**src/rtl/wisc_pkg.sv**
```systemverilog
// Shared WISC-S25 types: opcodes, branch condition codes, the flag register
// layout and the opcode classes that decide which flags an instruction writes.
package wisc_pkg;

   typedef enum logic [3:0] {
      OP_ADD    = 4'h0,
      OP_SUB    = 4'h1,
      OP_XOR    = 4'h2,
      OP_RED    = 4'h3,
      OP_SLL    = 4'h4,
      OP_SRA    = 4'h5,
      OP_ROR    = 4'h6,
      OP_PADDSB = 4'h7,
      OP_LW     = 4'h8,
      OP_SW     = 4'h9,
      OP_LLB    = 4'hA,
      OP_LHB    = 4'hB,
      OP_B      = 4'hC,
      OP_BR     = 4'hD,
      OP_PCS    = 4'hE,
      OP_HLT    = 4'hF
   } opcode_t;

   typedef enum logic [2:0] {
      CC_NE  = 3'b000,
      CC_EQ  = 3'b001,
      CC_GT  = 3'b010,
      CC_LT  = 3'b011,
      CC_GE  = 3'b100,
      CC_LE  = 3'b101,
      CC_OV  = 3'b110,
      CC_UNC = 3'b111
   } ccc_t;

   typedef struct packed {
      logic z;
      logic v;
      logic n;
   } flags_t;

   typedef enum logic {
      ST_RUN,
      ST_HALTED
   } state_t;

   function automatic logic sets_all_flags(opcode_t op);
      return (op == OP_ADD) || (op == OP_SUB);
   endfunction

   function automatic logic sets_z_only(opcode_t op);
      return (op == OP_XOR) || (op == OP_SLL) || (op == OP_SRA) || (op == OP_ROR);
   endfunction

endpackage

```
**src/rtl/ex_mem_flag_stage_if.sv**
```systemverilog
// EX-side inputs, handshake and EX/MEM register contents of the flag stage.
// The pipeline controller drives the master side; the stage is the slave.
interface ex_mem_flag_stage_if #(
   parameter int DW = 16,
   parameter int RW = 4
);
   logic          ex_valid;
   logic [3:0]    ex_opcode;
   logic [2:0]    ex_ccc;
   logic [DW-1:0] alu_result;
   logic          alu_pos_ovfl;
   logic          alu_neg_ovfl;
   logic [RW-1:0] ex_rd;
   logic          ex_reg_write;
   logic          ex_mem_read;
   logic          ex_mem_write;
   logic [DW-1:0] ex_store_data;
   logic          stall;
   logic          flush;

   logic          ex_ready;
   logic          branch_taken;
   logic          mem_valid;
   logic [DW-1:0] mem_result;
   logic [RW-1:0] mem_rd;
   logic          mem_reg_write;
   logic          mem_mem_read;
   logic          mem_mem_write;
   logic [DW-1:0] mem_store_data;
   logic          mem_halt;
   logic          flag_z;
   logic          flag_v;
   logic          flag_n;

   modport master (
      output ex_valid, ex_opcode, ex_ccc, alu_result, alu_pos_ovfl, alu_neg_ovfl,
             ex_rd, ex_reg_write, ex_mem_read, ex_mem_write, ex_store_data,
             stall, flush,
      input  ex_ready, branch_taken, mem_valid, mem_result, mem_rd, mem_reg_write,
             mem_mem_read, mem_mem_write, mem_store_data, mem_halt,
             flag_z, flag_v, flag_n
   );

   modport slave (
      input  ex_valid, ex_opcode, ex_ccc, alu_result, alu_pos_ovfl, alu_neg_ovfl,
             ex_rd, ex_reg_write, ex_mem_read, ex_mem_write, ex_store_data,
             stall, flush,
      output ex_ready, branch_taken, mem_valid, mem_result, mem_rd, mem_reg_write,
             mem_mem_read, mem_mem_write, mem_store_data, mem_halt,
             flag_z, flag_v, flag_n
   );
endinterface

```
**src/rtl/branch_cond_eval.sv**
```systemverilog
// Branch condition decode from a ccc field and a flag snapshot.
// Purely combinational so the ID-stage early-branch path can share it.
module branch_cond_eval
   import wisc_pkg::*;
(
   input  ccc_t   ccc,
   input  flags_t flags,
   output logic   cond
);

   always_comb begin
      cond = 1'b0;
      case (ccc)
         CC_NE:   cond = ~flags.z;
         CC_EQ:   cond = flags.z;
         CC_GT:   cond = ~flags.z & ~flags.n;
         CC_LT:   cond = flags.n;
         CC_GE:   cond = flags.z | (~flags.z & ~flags.n);
         CC_LE:   cond = flags.n | flags.z;
         CC_OV:   cond = flags.v;
         CC_UNC:  cond = 1'b1;
         default: cond = 1'b0;
      endcase
   end

endmodule

```
**src/rtl/ex_mem_flag_stage.sv**
```systemverilog
// EX/MEM pipeline register with the architectural Z/V/N flag register,
// branch resolution for B/BR in EX, and the HLT stop state.
module ex_mem_flag_stage
   import wisc_pkg::*;
#(
   parameter int DW = 16,
   parameter int RW = 4
) (
   input logic               clk,
   input logic               rst,
   ex_mem_flag_stage_if.slave bus
);

   state_t        state_reg, state_next;
   flags_t        flags_reg, flags_next;
   opcode_t       opcode;
   logic          run;
   logic          adv;
   logic          is_branch;
   logic          cond;

   logic          mem_valid_reg;
   logic [DW-1:0] mem_result_reg;
   logic [RW-1:0] mem_rd_reg;
   logic          mem_reg_write_reg;
   logic          mem_mem_read_reg;
   logic          mem_mem_write_reg;
   logic [DW-1:0] mem_store_data_reg;
   logic          mem_halt_reg;

   assign opcode    = opcode_t'(bus.ex_opcode);
   assign run       = (state_reg == ST_RUN);
   assign adv       = bus.ex_valid & ~bus.stall & ~bus.flush & run;
   assign is_branch = (opcode == OP_B) || (opcode == OP_BR);

   always_ff @(posedge clk or posedge rst) begin
      if (rst) begin
         state_reg <= ST_RUN;
      end else begin
         state_reg <= state_next;
      end
   end

   // HALTED is terminal: only reset brings the stage back.
   always_comb begin
      state_next = state_reg;
      case (state_reg)
         ST_RUN:    if (adv && (opcode == OP_HLT)) state_next = ST_HALTED;
         ST_HALTED: state_next = ST_HALTED;
         default:   state_next = ST_RUN;
      endcase
   end

   always_comb begin
      flags_next = flags_reg;
      if (adv) begin
         if (sets_all_flags(opcode)) begin
            flags_next.z = (bus.alu_result == '0);
            flags_next.v = bus.alu_pos_ovfl | bus.alu_neg_ovfl;
            flags_next.n = bus.alu_result[DW-1];
         end else if (sets_z_only(opcode)) begin
            flags_next.z = (bus.alu_result == '0);
         end
      end
   end

   always_ff @(posedge clk or posedge rst) begin
      if (rst) begin
         flags_reg <= '0;
      end else begin
         flags_reg <= flags_next;
      end
   end

   branch_cond_eval u_branch_cond_eval (
      .ccc   (ccc_t'(bus.ex_ccc)),
      .flags (flags_reg),
      .cond  (cond)
   );

   // Without stall the register either takes the EX instruction or becomes a
   // fully cleared bubble; with stall it holds even if flush is raised.
   always_ff @(posedge clk or posedge rst) begin
      if (rst) begin
         mem_valid_reg      <= 1'b0;
         mem_result_reg     <= '0;
         mem_rd_reg         <= '0;
         mem_reg_write_reg  <= 1'b0;
         mem_mem_read_reg   <= 1'b0;
         mem_mem_write_reg  <= 1'b0;
         mem_store_data_reg <= '0;
         mem_halt_reg       <= 1'b0;
      end else if (!bus.stall) begin
         mem_valid_reg      <= adv;
         mem_result_reg     <= adv ? bus.alu_result : '0;
         mem_rd_reg         <= adv ? bus.ex_rd : '0;
         mem_reg_write_reg  <= adv & bus.ex_reg_write;
         mem_mem_read_reg   <= adv & bus.ex_mem_read;
         mem_mem_write_reg  <= adv & bus.ex_mem_write;
         mem_store_data_reg <= adv ? bus.ex_store_data : '0;
         mem_halt_reg       <= adv & (opcode == OP_HLT);
      end
   end

   assign bus.ex_ready       = ~bus.stall & run;
   assign bus.branch_taken   = bus.ex_valid & ~bus.flush & is_branch & cond & run;

   assign bus.mem_valid      = mem_valid_reg;
   assign bus.mem_result     = mem_result_reg;
   assign bus.mem_rd         = mem_rd_reg;
   assign bus.mem_reg_write  = mem_reg_write_reg;
   assign bus.mem_mem_read   = mem_mem_read_reg;
   assign bus.mem_mem_write  = mem_mem_write_reg;
   assign bus.mem_store_data = mem_store_data_reg;
   assign bus.mem_halt       = mem_halt_reg;
   assign bus.flag_z         = flags_reg.z;
   assign bus.flag_v         = flags_reg.v;
   assign bus.flag_n         = flags_reg.n;

endmodule

```
**src/flat_wrapper.sv**
```systemverilog
// flat-port wrapper written by rule: the top's interface ports become plain ports
module ex_mem_flag_stage_flat import wisc_pkg::*;
#(
   parameter int DW = 16,
   parameter int RW = 4
)
  (clk, rst, bus_ex_valid, bus_ex_opcode, bus_ex_ccc, bus_alu_result, bus_alu_pos_ovfl, bus_alu_neg_ovfl, bus_ex_rd, bus_ex_reg_write, bus_ex_mem_read, bus_ex_mem_write, bus_ex_store_data, bus_stall, bus_flush, bus_ex_ready, bus_branch_taken, bus_mem_valid, bus_mem_result, bus_mem_rd, bus_mem_reg_write, bus_mem_mem_read, bus_mem_mem_write, bus_mem_store_data, bus_mem_halt, bus_flag_z, bus_flag_v, bus_flag_n);
  ex_mem_flag_stage_if #(.DW(DW), .RW(RW)) bus_i ();
  input logic clk;
  input logic rst;
  input wire logic [$bits(bus_i.ex_valid)-1:0] bus_ex_valid;
  input wire logic [$bits(bus_i.ex_opcode)-1:0] bus_ex_opcode;
  input wire logic [$bits(bus_i.ex_ccc)-1:0] bus_ex_ccc;
  input wire logic [$bits(bus_i.alu_result)-1:0] bus_alu_result;
  input wire logic [$bits(bus_i.alu_pos_ovfl)-1:0] bus_alu_pos_ovfl;
  input wire logic [$bits(bus_i.alu_neg_ovfl)-1:0] bus_alu_neg_ovfl;
  input wire logic [$bits(bus_i.ex_rd)-1:0] bus_ex_rd;
  input wire logic [$bits(bus_i.ex_reg_write)-1:0] bus_ex_reg_write;
  input wire logic [$bits(bus_i.ex_mem_read)-1:0] bus_ex_mem_read;
  input wire logic [$bits(bus_i.ex_mem_write)-1:0] bus_ex_mem_write;
  input wire logic [$bits(bus_i.ex_store_data)-1:0] bus_ex_store_data;
  input wire logic [$bits(bus_i.stall)-1:0] bus_stall;
  input wire logic [$bits(bus_i.flush)-1:0] bus_flush;
  output wire logic [$bits(bus_i.ex_ready)-1:0] bus_ex_ready;
  output wire logic [$bits(bus_i.branch_taken)-1:0] bus_branch_taken;
  output wire logic [$bits(bus_i.mem_valid)-1:0] bus_mem_valid;
  output wire logic [$bits(bus_i.mem_result)-1:0] bus_mem_result;
  output wire logic [$bits(bus_i.mem_rd)-1:0] bus_mem_rd;
  output wire logic [$bits(bus_i.mem_reg_write)-1:0] bus_mem_reg_write;
  output wire logic [$bits(bus_i.mem_mem_read)-1:0] bus_mem_mem_read;
  output wire logic [$bits(bus_i.mem_mem_write)-1:0] bus_mem_mem_write;
  output wire logic [$bits(bus_i.mem_store_data)-1:0] bus_mem_store_data;
  output wire logic [$bits(bus_i.mem_halt)-1:0] bus_mem_halt;
  output wire logic [$bits(bus_i.flag_z)-1:0] bus_flag_z;
  output wire logic [$bits(bus_i.flag_v)-1:0] bus_flag_v;
  output wire logic [$bits(bus_i.flag_n)-1:0] bus_flag_n;
  assign bus_i.ex_valid = bus_ex_valid;
  assign bus_i.ex_opcode = bus_ex_opcode;
  assign bus_i.ex_ccc = bus_ex_ccc;
  assign bus_i.alu_result = bus_alu_result;
  assign bus_i.alu_pos_ovfl = bus_alu_pos_ovfl;
  assign bus_i.alu_neg_ovfl = bus_alu_neg_ovfl;
  assign bus_i.ex_rd = bus_ex_rd;
  assign bus_i.ex_reg_write = bus_ex_reg_write;
  assign bus_i.ex_mem_read = bus_ex_mem_read;
  assign bus_i.ex_mem_write = bus_ex_mem_write;
  assign bus_i.ex_store_data = bus_ex_store_data;
  assign bus_i.stall = bus_stall;
  assign bus_i.flush = bus_flush;
  assign bus_ex_ready = bus_i.ex_ready;
  assign bus_branch_taken = bus_i.branch_taken;
  assign bus_mem_valid = bus_i.mem_valid;
  assign bus_mem_result = bus_i.mem_result;
  assign bus_mem_rd = bus_i.mem_rd;
  assign bus_mem_reg_write = bus_i.mem_reg_write;
  assign bus_mem_mem_read = bus_i.mem_mem_read;
  assign bus_mem_mem_write = bus_i.mem_mem_write;
  assign bus_mem_store_data = bus_i.mem_store_data;
  assign bus_mem_halt = bus_i.mem_halt;
  assign bus_flag_z = bus_i.flag_z;
  assign bus_flag_v = bus_i.flag_v;
  assign bus_flag_n = bus_i.flag_n;
  ex_mem_flag_stage #(.DW(DW), .RW(RW)) u_core (.clk(clk), .rst(rst), .bus(bus_i));
endmodule
```
**config.mk**
```make
export PLATFORM = sky130hd
export DESIGN_NAME = ex_mem_flag_stage_flat
export DESIGN_NICKNAME = d
export VERILOG_FILES = /design/src/rtl/wisc_pkg.sv /design/src/rtl/ex_mem_flag_stage_if.sv /design/src/rtl/branch_cond_eval.sv /design/src/rtl/ex_mem_flag_stage.sv /design/src/flat_wrapper.sv
export SDC_FILE = /design/constraint.sdc
export NUM_CORES = 1
export LEC_CHECK = 0
export CAP_MARGIN = 0
export CORE_MARGIN = 2
export CORE_UTILIZATION = 40
export CTS_BUF_LIST = sky130_fd_sc_hd__clkbuf_16
export DETAILED_ROUTE_END_ITERATION = 8
export DONT_BUFFER_PORTS = 1
export GPL_ROUTABILITY_DRIVEN = 0
export HOLD_SLACK_MARGIN = 0.02
export PLACE_DENSITY = 0.64
export SYNTH_ARGS = -nofsm -noshare
export SYNTH_HDL_FRONTEND = slang
export SYNTH_SLANG_ARGS = --single-unit
```
**constraint.sdc**
```tcl
create_clock -name clk -period 2.2 [get_ports clk]
set_input_delay 0.55 -clock clk [delete_from_list [all_inputs] [get_ports clk]]
set_output_delay 0.55 -clock clk [all_outputs]
set_load 0.02 [all_outputs]
```
==> results of run 1 <==
==> where the power goes <==
part | total [W] | switching [W] | leakage [nW] | internal (W)
Clock | 0.000678 | 0.000273 | 0.0685 | 0.000406
Combinational | 0.000139 | 0.0000813 | 0.250 | 0.0000579
Sequential | 0.000976 | 0.0000952 | 0.602 | 0.000881
==> worst register-to-register path: cells and delay by family (launching register included) <==
kind                   cells  cell delay (ns)
multiplexers               1             0.30
AND/OR/NAND/NOR            2             0.42
flip-flops                 1             0.43
buffers and inverters      1             0.39
==> routing by layer <==
layer	part of all wire	track usage	vias to the layer above
met5	0	0	-
li1	-	-	686
met1	0.41	0.182	624
met2	0.47	0.241	66
met3	0.11	0.0746	2
met4	0.0042	0.0432	0
==> cells by family (layout without fill, tap and decap cells) <==
family | after synthesis | in the layout | synth area share
flip-flops | 45 | 45 | 0.587
AND/OR/NAND/NOR | 97 | 97 | 0.219
multiplexers | 4 | 4 | 0.0222
buffers and inverters | 16 | 16 | 0.0346
AO/OA/AOI/OAI | 46 | 46 | 0.138
==> synth_stat cells, types with 2 or more instances <==
| library cell | instances |
|---|---|
| nand2_1 | 79 |
| dfrtp_1 | 45 |
| o21ai_0 | 41 |
| clkbuf_1 | 8 |
| buf_2 | 5 |
| nor4_1 | 4 |
| inv_1 | 3 |
| a211oi_1 | 2 |
| mux2_2 | 2 |
| mux2i_1 | 2 |
| nand4_1 | 2 |
| nor2_1 | 2 |
| nor3_1 | 2 |
==> cell type report <==
type | instances | area, um2 | area share
Inverter | 3 | 11.3 | 0.00533
Clock buffer | 5 | 125 | 0.0592
Sequential cell | 45 | 1130 | 0.533
Clock inverter | 2 | 7.51 | 0.00355
Multi-Input combinational cell | 147 | 732 | 0.346
Tap cell | 54 | 67.6 | 0.0320
Timing Repair Buffer | 6 | 45.0 | 0.0213
==> worst paths after layout <==
path	startpoint	endpoint	slack [ns]	depth (start not counted)
hold / removal	rst	u_core.bus.mem_store_data[5]$_DFFE_PP0N_	0.20	1
setup reg to reg	u_core.state_reg$_DFF_PP0_	u_core.bus.flag_n$_DFFE_PP0P_	0.54	4
max in group asynchronous	rst	u_core.bus.mem_result[13]$_DFFE_PP0N_	1.45	2
hold reg to reg	u_core.state_reg$_DFF_PP0_	u_core.state_reg$_DFF_PP0_	0.61	1
min in group clk	bus_stall	u_core.bus.mem_store_data[4]$_DFFE_PP0N_	0.39	1
setup / recovery	u_core.bus.flag_z$_DFFE_PP0P_	bus_branch_taken	0.06	4
==> stage by stage <==
stage	utilization	total power (W)	cells	hold slack (ns)	area (um2)
finish	0.454	0.00179	262	0.195	2110
global route	0.454	0.00188	262	0.231	2110
CTS	0.454	0.00182	262	0.211	2110
detailed placement	0.425	0.00114	255	0.507	1980
global placement	0.425	0.00113	255	0.514	1980
floorplan	-	0.00111	208	0.509	1920
==> summary.txt, run 1 <==
Outcome
  • Status: complete, no violations

Logic synthesis
  • Top cell type's share of synthesized area: 0.587
  • Synth area leaders: dfrtp_1 (59%), nand2_1 (15%), o21ai_0 (11%), clkbuf_1 (1.6%), a2111oi_4 (1.4%)
  • Syn_nets: 261
  • Seq/Total Area, Yosys: 0.587
  • Synthesized flop and latch total: 45
  • Post-synth EDFFs: 0
  • Synthesized cell area: 1920 um2
  • Top_reg_cell synth: dfrtp_1
  • Leading area contributor after synthesis: dfrtp_1
  • Warnings, synthesis: 0
  • Syn_area_per_cell: 9.22 um2
  • Unique masters post-synth: 24
  • Synth async-reset ratio: 1.00
  • Cells after synthesis: 208

STA
  • Sum of negative setup slack: 0 ns
  • Tightest Pin Transition: 0.529 ns
  • Final min period: 2.14 ns
  • Max-slew headroom: 0.647
  • FMAX: 468 MHz
  • Tcrit/Tclk final: 0.972
  • Worst setup margin: 0.0620 ns
  • Max-slew violations: 0
  • Final setup violation count: 0
  • Fin. Hold Viols: 0
  • RSZ-0062 raised after global routing: false
  • Clock skew: 0.00176 ns

Critical path
  • Max stage delay cell, worst path: or3b_2
  • Crit Path Max Fanout: 2
  • CP Capture Type: primary output
  • CP bufs+invs: 1
  • Critical path class: reg2out
  • Critical path startpoint category: flip-flop
  • Top Family by Delay on Critical Path: simple AND/OR/NAND/NOR gates
  • CP peak stage delay: 0.44 ns
  • Critical Path AT: 1.59 ns
  • CP Data Required Time: 1.65 ns
  • Crit path cell chain: or3b_2, a311oi_1, a211oi_1, buf_4

CTS
  • CTS Sinks: 45
  • Clock transition at the registers of the reported paths: 0.06 ns
  • H-tree depth: 2
  • Clock latency on the worst-skew pair: 0.27 ns
  • TritonCTS clock tree: yes
  • Cts repair resizes: 0
  • Clock buffer depth: 2
  • Root buf cell: clkbuf_16
  • # hold bufs at CTS: 0
  • CTS Buf Count: 5
  • Post-CTS Setup Bufs: 0

Global route
  • Total congestion overflow: 0
  • Number of global-route vias before repair: 1,263
  • Largest net degree at the start of global routing: 86
  • Initial antenna violation count: 0
  • Overall global routing resource usage: 0.152
  • First-pass GRT wire length: 6.20 mm

Routing
  • Vias/cell: 5.26
  • Via Count: 1,378
  • Drt first pass iters: 4
  • DR WL/cell: 15.4 um
  • Total Wirelength: 4.03 mm
  • Post-DRT Antenna Nets: 0
  • Iteration-0 DRC Markers: 64
  • DR DRC count: 0

Finish
  • Area Overhead vs Synth: 10.2%
  • Layout cells sized above 1: 0.0913
  • Most common cell after layout, fill and taps aside: nand2_1
  • Commonest cells after routing, fill and taps aside: nand2_1 (79), dfrtp_1 (45), o21ai_0 (41)
  • Filler cells: 479
  • Layout net count: 261
  • Ant diodes: 0

Pwr
  • Cell Pwr Density: 848 nW/um2
  • Lkg Pwr: 0.920 nW
  • Max VDD drop: 364 uV

Place
  • DP Worst Slack: 0.148 ns
  • PortBufs: 0
  • Final HPWL DP: 2.92 mm

Floorplan
  • Initial Utilization: 0.412
  • DIE HEIGHT: 73.2 um
  • Core ar.: 4660 um2
  • Row count: 25
  • Die width: 73.2 um
  • Io pins: 99
  • Die Area: 5360 um2

Flow run
  • Max Cap Viol: 0

Worst hold path
  • Min-Delay Path Class: in2async
Power figures use the tool's default switching activity.
==> run 2, diff against run 1 <==
- SYNTH_HIERARCHICAL: default -> 1
==> run 2 against run 1 <==
Effect of this change: total power rose by 14%; global-route usage rose by 1.3 points; flip-flop and latch count did not move; via count fell by 19%; critical path depth rose by 2; synthesized cell count fell by 38%; highest routed layer unchanged; sequential power rose by 2%; non-clock buffer count fell by 4; die area fell by 7.5%; maximum frequency rose by 1.2%.
==> summary.txt, run 2 <==
Outcome
  • Status: complete, no violations

CTS
  • Post-CTS Setup Bufs: 0
  • Root buf cell: clkbuf_16
  • Clock latency on the worst-skew pair: 0.28 ns
  • Clock buffer depth: 2
  • Clock transition at the registers of the reported paths: 0.06 ns
  • TritonCTS clock tree: yes
  • CTS Sinks: 45
  • CTS Buf Count: 5
  • H-tree depth: 2

Logic synthesis
  • Syn_nets: 181
  • Synthesized cell area: 1770 um2
  • Cells after synthesis: 128
  • Synthesized flop and latch total: 45
  • Top_reg_cell synth: dfrtp_1
  • Unique masters post-synth: 23
  • Synth area leaders: dfrtp_1 (64%), a22o_1 (19%), nor4b_4 (2.7%), mux2i_1 (2.3%), clkbuf_1 (1.7%)
  • Warnings, synthesis: 6
  • Synth cell count leaders: dfrtp_1 (45), a22o_1 (39), clkbuf_1 (8)
  • Seq/Total Area, Yosys: 0.638
  • Count leader, synth: dfrtp_1
  • Leading area contributor after synthesis: dfrtp_1
  • Top cell type's share of synthesized area: 0.638
  • Syn_area_per_cell: 13.8 um2
  • Synth async-reset ratio: 1.00
  • Post-synth EDFFs: 0

Place
  • PortBufs: 0
  • Inst Count DP: 173
  • Final HPWL DP: 2.86 mm

Routing
  • Drt first pass iters: 4
  • Vias/cell: 6.15
  • Highest Signal Layer: met4
  • DR WL/cell: 22.1 um
  • Post-DRT Antenna Nets: 0
  • Via Count: 1,114
  • Total Wirelength: 4.00 mm
  • Met3 wire length: 350 um
  • DR DRC count: 0
  • Met2 Wirelength: 2.10 mm
  • DRT met1 WL: 1.49 mm
  • Iteration-0 DRC Markers: 62

Finish
  • Commonest cells after routing, fill and taps aside: dfrtp_1 (43), a22o_1 (39), clkbuf_16 (5)
  • Ant diodes: 0
  • Most common cell after layout, fill and taps aside: dfrtp_1
  • Layout net count: 181
  • Layout cells sized above 1: 0.140
  • Area Overhead vs Synth: 14.5%
  • Filler cells: 390
  • Non-Filler Instances: 181

STA
  • Final min period: 2.11 ns
  • Clock skew: 0.00308 ns
  • Tightest Pin Transition: 0.893 ns
  • FMAX: 473 MHz
  • Max-slew headroom: 0.404
  • Fin. Hold Viols: 0
  • Hold slack: 0.340 ns
  • Sum of negative setup slack: 0 ns
  • Max-slew violations: 0
  • Final setup violation count: 0
  • Tcrit/Tclk final: 0.960
  • RSZ-0062 raised after global routing: false

Critical path
  • Critical path startpoint category: flip-flop
  • CP Capture Type: primary output
  • Critical path class: reg2out
  • CP bufs+invs: 1
  • CP Data Required Time: 1.65 ns
  • CP peak stage delay: 0.47 ns
  • Critical Path AT: 1.56 ns
  • Max stage delay cell, worst path: dfrtp_2
  • Crit Path Max Fanout: 5
  • Top Family by Delay on Critical Path: flip-flops
  • Crit path cell chain: nand2b_1, mux2i_1, a21oi_1, o21a_1, nor4b_4, buf_4

Global route
  • Total congestion overflow: 0
  • Overall global routing resource usage: 0.165
  • First-pass GRT wire length: 6.28 mm
  • Number of global-route vias before repair: 1,231
  • Largest net degree at the start of global routing: 46
  • Initial antenna violation count: 0

Floorplan
  • Die width: 70.4 um
  • Row count: 24
  • Core ar.: 4290 um2
  • Initial Utilization: 0.411
  • Io pins: 99
  • DIE HEIGHT: 70.4 um
  • Die Area: 4960 um2

Pwr
  • Cell Pwr Density: 1010 nW/um2
  • Lkg Pwr: 0.957 nW
  • Max VDD drop: 355 uV

Flow run
  • Max Cap Viol: 0

Worst hold path
  • Min-Delay Path Class: in2async
-- run 2: cell count changes after synthesis, sizes merged, moves of 2 or more --
cell	delta
a211oi	-2
a22o	+39
buf	-4
mux2i	+2
nand2	-75
nor3	-2
nor4b	+3
o21ai	-40
or3b	-2
-- run 2: per-layer routing --
| layer | vias to the layer above | global-route usage |
|---|---|---|
| li1 | 487 | - |
| met1 | 564 | 0.183 |
| met2 | 57 | 0.289 |
| met3 | 6 | 0.0635 |
| met4 | 0 | 0.0513 |
| met5 | - | 0 |
-- run 2: through the flow --
stage | power (W) | setup slack [ns] | cell area (um2) | utilization
floorplan | 0.00110 | 0.194 | 1770 | -
global placement | 0.00111 | 0.259 | 1820 | 0.423
detailed placement | 0.00112 | 0.237 | 1820 | 0.423
CTS | 0.00207 | 0.0146 | 2010 | 0.467
global route | 0.00212 | 0.00568 | 2020 | 0.471
finish | 0.00205 | 0.0877 | 2020 | 0.471
-- run 2: cells by family after synthesis --
kind of cell | synth area share
flops | 0.638
compound gates | 0.213
simple gates | 0.0921
buf+inv | 0.0283
mux | 0.0291
-- run 2: cell type report --
type,instances,area (um2),area share
Clock buffer,5,125,0.0619
Clock inverter,3,65.1,0.0322
Sequential cell,45,1130,0.559
Inverter,4,15.0,0.00743
Timing Repair Buffer,2,15.0,0.00743
Tap cell,52,65.1,0.0322
Multi-Input combinational cell,70,607,0.300
-- run 2: final timing paths --
kind	endpoint	slack (ns)	cells past startpoint	from
worst max-delay path	bus_branch_taken	0.09	6	u_core/bus.flag_z$_DFFE_PP0P_
worst min-delay path	u_core/bus.mem_store_data[5]$_DFFE_PP0N_	0.34	1	rst
worst max register to register	u_core/bus.flag_z$_DFFE_PP0P_	0.59	4	u_core/state_reg$_DFF_PP0_
worst min register to register	u_core/bus.mem_halt$_DFFE_PP0N_	0.63	2	u_core/bus.mem_halt$_DFFE_PP0N_
max in group asynchronous	u_core/bus.flag_z$_DFFE_PP0P_	1.24	1	rst
min in group clk	u_core/bus.mem_halt$_DFFE_PP0N_	0.39	2	bus_stall
-- run 2: power by group --
part / switching, W / total [W] / leakage [nW] / internal, W
clock: 0.000292 / 0.000940 / 0.0938 / 0.000648
sequential: 0.000114 / 0.000995 / 0.599 / 0.000881
combinational: 0.0000516 / 0.000112 / 0.265 / 0.0000604
-- run 2: what timing repair did --
item / 4_1_cts / 5_1_grt
gates resized for setup: 0 / 4
hold buffers: 0 / 0
hold endpoints to repair: 0 / 0
endpoints found under the setup margin: 0 / 1
